$ cat src/rtl/des_decrypt_key_sched.sv
// DES decryption key scheduler: latches PC-1(KEY) on START and hands out K16..K1,
// one subkey per SUBKEY_VALID/SUBKEY_ACK handshake, by rotating C/D right.
module des_decrypt_key_sched (
    input  logic        CLK,
    input  logic        RESET,
    input  logic        START,
    input  logic [63:0] KEY,
    output logic [47:0] SUBKEY,
    output logic        SUBKEY_VALID,
    input  logic        SUBKEY_ACK,
    output logic [3:0]  ROUND,
    output logic        BUSY,
    output logic        DONE
);

    localparam logic [0:0] ST_IDLE = 1'b0;
    localparam logic [0:0] ST_RUN  = 1'b1;

    // Tables use FIPS bit numbering: bit 1 is the MSB of the vector.
    localparam int PC1_TAB [56] = '{
        57, 49, 41, 33, 25, 17,  9,  1, 58, 50, 42, 34, 26, 18,
        10,  2, 59, 51, 43, 35, 27, 19, 11,  3, 60, 52, 44, 36,
        63, 55, 47, 39, 31, 23, 15,  7, 62, 54, 46, 38, 30, 22,
        14,  6, 61, 53, 45, 37, 29, 21, 13,  5, 28, 20, 12,  4
    };

    localparam int PC2_TAB [48] = '{
        14, 17, 11, 24,  1,  5,  3, 28, 15,  6, 21, 10,
        23, 19, 12,  4, 26,  8, 16,  7, 27, 20, 13,  2,
        41, 52, 31, 37, 47, 55, 30, 40, 51, 45, 33, 48,
        44, 49, 39, 56, 34, 53, 46, 42, 50, 36, 29, 32
    };

    function automatic logic [55:0] pc1(input logic [63:0] k);
        logic [55:0] r;
        r = '0;
        for (int i = 0; i < 56; i++) begin
            r[55 - i] = k[64 - PC1_TAB[i]];
        end
        return r;
    endfunction

    function automatic logic [47:0] pc2(input logic [55:0] cd);
        logic [47:0] r;
        r = '0;
        for (int i = 0; i < 48; i++) begin
            r[47 - i] = cd[56 - PC2_TAB[i]];
        end
        return r;
    endfunction

    function automatic logic [27:0] rotr(input logic [27:0] x, input logic by_one);
        return by_one ? {x[0], x[27:1]} : {x[1:0], x[27:2]};
    endfunction

    logic [0:0]  state_q, state_d;
    logic [27:0] c_q, c_d;
    logic [27:0] d_q, d_d;
    logic [3:0]  cnt_q, cnt_d;
    logic        done_q, done_d;
    logic        single_shift;

    // Moving to decrypt index 1, 8 and 15 undoes a 1-bit encryption shift; all others are 2.
    assign single_shift = (cnt_q == 4'd0) || (cnt_q == 4'd7) || (cnt_q == 4'd14);

    always_comb begin
        state_d = state_q;
        c_d     = c_q;
        d_d     = d_q;
        cnt_d   = cnt_q;
        done_d  = 1'b0;
        case (state_q)
            ST_IDLE: begin
                if (START) begin
                    {c_d, d_d} = pc1(KEY);
                    cnt_d      = 4'd0;
                    state_d    = ST_RUN;
                end
            end
            default: begin
                if (SUBKEY_ACK) begin
                    if (cnt_q == 4'd15) begin
                        state_d = ST_IDLE;
                        cnt_d   = 4'd0;
                        done_d  = 1'b1;
                    end else begin
                        c_d   = rotr(c_q, single_shift);
                        d_d   = rotr(d_q, single_shift);
                        cnt_d = cnt_q + 4'd1;
                    end
                end
            end
        endcase
    end

    always_ff @(posedge CLK) begin
        if (RESET) begin
            state_q <= ST_IDLE;
            c_q     <= '0;
            d_q     <= '0;
            cnt_q   <= '0;
            done_q  <= 1'b0;
        end else begin
            state_q <= state_d;
            c_q     <= c_d;
            d_q     <= d_d;
            cnt_q   <= cnt_d;
            done_q  <= done_d;
        end
    end

    assign SUBKEY       = pc2({c_q, d_q});
    assign SUBKEY_VALID = (state_q == ST_RUN);
    assign BUSY         = (state_q == ST_RUN);
    assign ROUND        = cnt_q;
    assign DONE         = done_q;

endmodule

$ cat config.mk
export PLATFORM = sky130hd
export DESIGN_NAME = des_decrypt_key_sched
export DESIGN_NICKNAME = d
export VERILOG_FILES = /design/src/rtl/des_decrypt_key_sched.sv
export SDC_FILE = /design/constraint.sdc
export NUM_CORES = 1
export LEC_CHECK = 0
export BUFFER_PORTS_ARGS = -buffer_cell sky130_fd_sc_hd__buf_2
export CAP_MARGIN = 20
export CORE_ASPECT_RATIO = 0.9
export CORE_MARGIN = 3
export CORE_UTILIZATION = 35
export CTS_CLUSTER_DIAMETER = 100
export CTS_CLUSTER_SIZE = 40
export DETAILED_ROUTE_END_ITERATION = 8
export MAX_ROUTING_LAYER = met4
export PLACE_DENSITY = 0.56
export SLEW_MARGIN = 10
export SYNTH_ARGS = -nofsm -noshare
export SYNTH_HDL_FRONTEND = slang
export SYNTH_SLANG_ARGS = --single-unit
$ cat constraint.sdc
create_clock -name CLK -period 5.24 [get_ports CLK]
set_input_delay 0.524 -clock CLK [delete_from_list [all_inputs] [get_ports CLK]]
set_output_delay 0.524 -clock CLK [all_outputs]
set_load 0.02 [all_outputs]
==> impl_metrics.py <==
metrics = {
    "floorplanning": {
        "die_height_um": 110,
        "initial_utilization": 0.362,
        "std_cell_rows": 37,
        "die_area_mm2": 0.0133,
        "core_mm2": 0.0116,
        "ioPinCount": 123,
        "chipWidth_um": 121,
    },
    "cells_and_area": {
        "seqCellArea_mm2": 0.00124,
        "syn2layout_area_growth_pct": 12.6,
        "fillerInstances": 1228,
        "layout-drive-gt1-share": 0.279,
        "num-nets-final": 590,
        "multi_input_combinational_cell_area_mm2": 0.00234,
    },
    "clocking": {
        "cts_setup_buffers": 0,
        "ctsResizeCount": 0,
        "clk_pin_slew_worst_paths_ns": 0.06,
        "cts_h_tree_depth": 3,
        "cts_buffers": 9,
        "clkLatencyLatePin_ns": 0.32,
        "clock_tree_from_tritoncts": "yes",
        "max_root_sink_buffers": 2,
        "clkSinkCount": 62,
        "ctsHoldBuffers": 0,
        "cts-root-buf": "sky130_fd_sc_hd__clkbuf_16",
    },
    "timing": {
        "min_period_ns": 2.71,
        "timing.final.crit_share": 0.516,
        "transition_time_at_the_pin_with_the_least_slew_margin_ns": 1.07,
        "setup_repair_after_global_routing_missed_its_margin": "no",
        "timing_max_transition_violations_final": 0,
        "finalHoldWorstSlack_ns": 0.476,
        "fin_setup_tns_ns": 0,
        "fin_skew_ns": 0.00455,
        "slew_headroom": 0.289,
        "setup_viol": 0,
        "maxClockFrequency_ghz": 0.370,
        "final-hold-violation-count": 0,
    },
    "worst_setup_path": {
        "cp_top_family": "flip-flops",
        "ff2ff_path_depth": 5,
        "path_class": "reg2reg",
        "crit_chain": "nor2b_1 > a21oi_4 > buf_4 > a31oi_1 > o21ai_1",
        "critical_path.reg2reg.endpoint": "c_q[10]$_SDFFE_PP0P_",
        "path_max_fanout": 63,
        "timing.critical_path.arrival_ns": 2.96,
        "regToRegStartpoint": "BUSY$_SDFF_PP0_",
        "setup.worst_path.end_class": "register",
        "ff2ff_setup_slack_ns": 2.53,
        "crit_path_max_incr_delay_ns": 1.03,
        "cpMaxStageDelayCell": "sky130_fd_sc_hd__dfxtp_2",
        "critPathBufInv": 1,
        "critical_path_required_ns": 5.49,
        "worstSetupStartpointType": "register",
    },
    "hold_path": {
        "holdCritStartpoint": "KEY[51]",
        "hold_path_depth": 3,
        "min_to": "d_q[5]$_SDFFE_PP0P_",
        "min_path_type": "in2reg",
    },
    "global_route": {
        "grtUsageMet1": 0.220,
        "grt.busiest_layer": "met2",
        "globalRouteTotalUtil": 0.175,
        "wire_length_of_the_first_global_routing_pass_um": 18600,
        "grtUsageMet2": 0.279,
        "grt_max_degree": 86,
        "vias_in_the_first_global_route": 3686,
        "grt_antenna_before_repair": 1,
        "remaining_overflow_grt": 0,
        "grt.met3_usage": 0.0412,
    },
    "placement": {
        "gp_congestion": 0.795,
        "port_buffers": 114,
        "dp_hpwl_um": 7410,
    },
    "yosys": {
        "synth_largest_area_cell": "sky130_fd_sc_hd__dfxtp_1",
        "post-synth-top-area-fraction": 0.296,
        "synthTopCellsByCount": "sky130_fd_sc_hd__dfxtp_1 (62), sky130_fd_sc_hd__mux2i_1 (54), sky130_fd_sc_hd__buf_4 (49)",
        "post_synth.cell_area_avg_um2": 8.56,
        "synthesis.nets": 561,
        "post_synth_main_area_contributors": "sky130_fd_sc_hd__dfxtp_1 (30%), sky130_fd_sc_hd__mux2i_1 (13%), sky130_fd_sc_hd__buf_4 (8.8%), sky130_fd_sc_hd__a221oi_1 (6.3%), sky130_fd_sc_hd__nand4b_1 (6.1%)",
        "synth_seq_cells": 62,
        "post_synth_instance_area_mm2": 0.00419,
        "synth.most_common_cell": "sky130_fd_sc_hd__dfxtp_1",
        "synthesis.yosys.warnings": 0,
        "synth.lib_cells_used.distinct": 34,
        "ys_async_sr_fraction": 0,
        "ys_dominant_reg_cell": "sky130_fd_sc_hd__dfxtp_1",
        "ys_seq_area_frac": 0.296,
        "number_of_enable_flip_flop_cells_after_synthesis": 0,
        "syn_inst": 490,
    },
    "pwr": {
        "vdd.ir_drop.worst_mv": 0.126,
        "p_total_uw": 1370,
        "power.static_leakage_uw": 0.00164,
        "powerDensity_mw_per_mm2": 290,
    },
    "routing": {
        "routed_via_density": 5.69,
        "num_vias": 3876,
        "firstDrtPassIters": 4,
        "postRouteAntennaNets": 0,
        "drt-wirelength-per-cell_um": 16.8,
        "drcViolationCount": 0,
        "totalWireLength_um": 11400,
        "detail_route.iter0.violations": 225,
    },
    "flow_run": {
        "max_cap_violations": 0,
    },
    "run_status": {
        "status": "finished clean",
    },
}
-- worst register-to-register path, stage by stage (launching register included) --
cell,delay (ns)
sky130_fd_sc_hd__dfxtp_2,1.03
sky130_fd_sc_hd__nor2b_1,0.21
sky130_fd_sc_hd__a21oi_4,0.62
sky130_fd_sc_hd__buf_4,0.50
sky130_fd_sc_hd__a31oi_1,0.16
sky130_fd_sc_hd__o21ai_1,0.11
-- cells by family after synthesis --
logic type,Yosys count,share of synthesized area
and+or+nand+nor,143,0.208
DFF,62,0.296
buffers and inverters,106,0.149
muxes,56,0.138
adders and majority gates,3,0.00895
AOI/OAI and AO/OA,120,0.200
-- metal layers --
metal  share of wire  vias to the layer above  routed length (µm)
met4          0.0083                        0                  95
li1                -                     1908                   -
met1            0.45                     1874                5180
met2            0.49                       88                5570
met3           0.050                        6                 569
met5               0                        -                   0
-- cell type report --
type	count	area share
clock buffers	9	0.0477
well taps	156	0.0413
flip-flops and latches	62	0.263
diodes	1	0.000530
clock inverters	7	0.0172
multi-input cells	322	0.496
repair buffers	121	0.132
inverters	3	0.00238
-- through the flow --
stage | util | area [µm²] | instances | setup WS (ns)
6_report | 0.408 | 4720 | 681 | 2.53
5_1_grt | 0.408 | 4720 | 681 | 2.22
4_1_cts | 0.408 | 4720 | 680 | 2.52
3_5_place_dp | 0.382 | 4420 | 664 | 2.53
3_3_place_gp | 0.382 | 4420 | 664 | 2.57
2_1_floorplan | - | 4190 | 490 | 3.24
-- worst max-delay path by stage --
stage,from,end,slack [ns],depth (start not counted)
after detailed placement,BUSY$_SDFF_PP0_,d_q[11]$_SDFFE_PP0P_,2.53,5
after CTS,BUSY$_SDFF_PP0_,d_q[26]$_SDFFE_PP0P_,2.52,5
after global placement,BUSY$_SDFF_PP0_,c_q[1]$_SDFFE_PP0P_,2.57,5
after global routing,BUSY$_SDFF_PP0_,c_q[10]$_SDFFE_PP0P_,2.22,5
final,BUSY$_SDFF_PP0_,c_q[10]$_SDFFE_PP0P_,2.53,5
after floorplan,ROUND[0]$_SDFFE_PP0P_,d_q[25]$_SDFFE_PP0P_,3.24,8
-- report_power, final --
| group | switching [µW] | internal, µW | total [µW] |
|---|---|---|---|
| Sequential | 43.2 | 502 | 545 |
| Clock | 234 | 375 | 609 |
| Combinational | 131 | 87.8 | 219 |
-- layout by cell type (no fill, tap or decap), types with 2 or more instances in the layout --
cell,n
sky130_fd_sc_hd__o221ai_1,4
sky130_fd_sc_hd__mux2i_1,54
sky130_fd_sc_hd__a31oi_1,23
sky130_fd_sc_hd__nand2_1,36
sky130_fd_sc_hd__buf_4,7
sky130_fd_sc_hd__ha_1,3
sky130_fd_sc_hd__dfxtp_1,61
sky130_fd_sc_hd__nand3_1,35
sky130_fd_sc_hd__clkbuf_16,9
sky130_fd_sc_hd__nand4b_1,29
sky130_fd_sc_hd__o21ai_1,21
sky130_fd_sc_hd__and3_1,2
sky130_fd_sc_hd__nor2_1,5
sky130_fd_sc_hd__o211ai_1,29
sky130_fd_sc_hd__nor3_1,3
sky130_fd_sc_hd__nand4_1,3
sky130_fd_sc_hd__buf_2,114
sky130_fd_sc_hd__nor4b_1,23
sky130_fd_sc_hd__a21oi_1,4
sky130_fd_sc_hd__inv_6,3
sky130_fd_sc_hd__clkinv_4,2
sky130_fd_sc_hd__o21ai_0,5
sky130_fd_sc_hd__inv_1,2
sky130_fd_sc_hd__a221oi_1,30
-- state kept, by name (all words and copies together), names as in the netlist --
register  cells
DONE          1
BUSY          1
ROUND         4
c_q          28
d_q          28
Power figures use the tool's default switching activity.
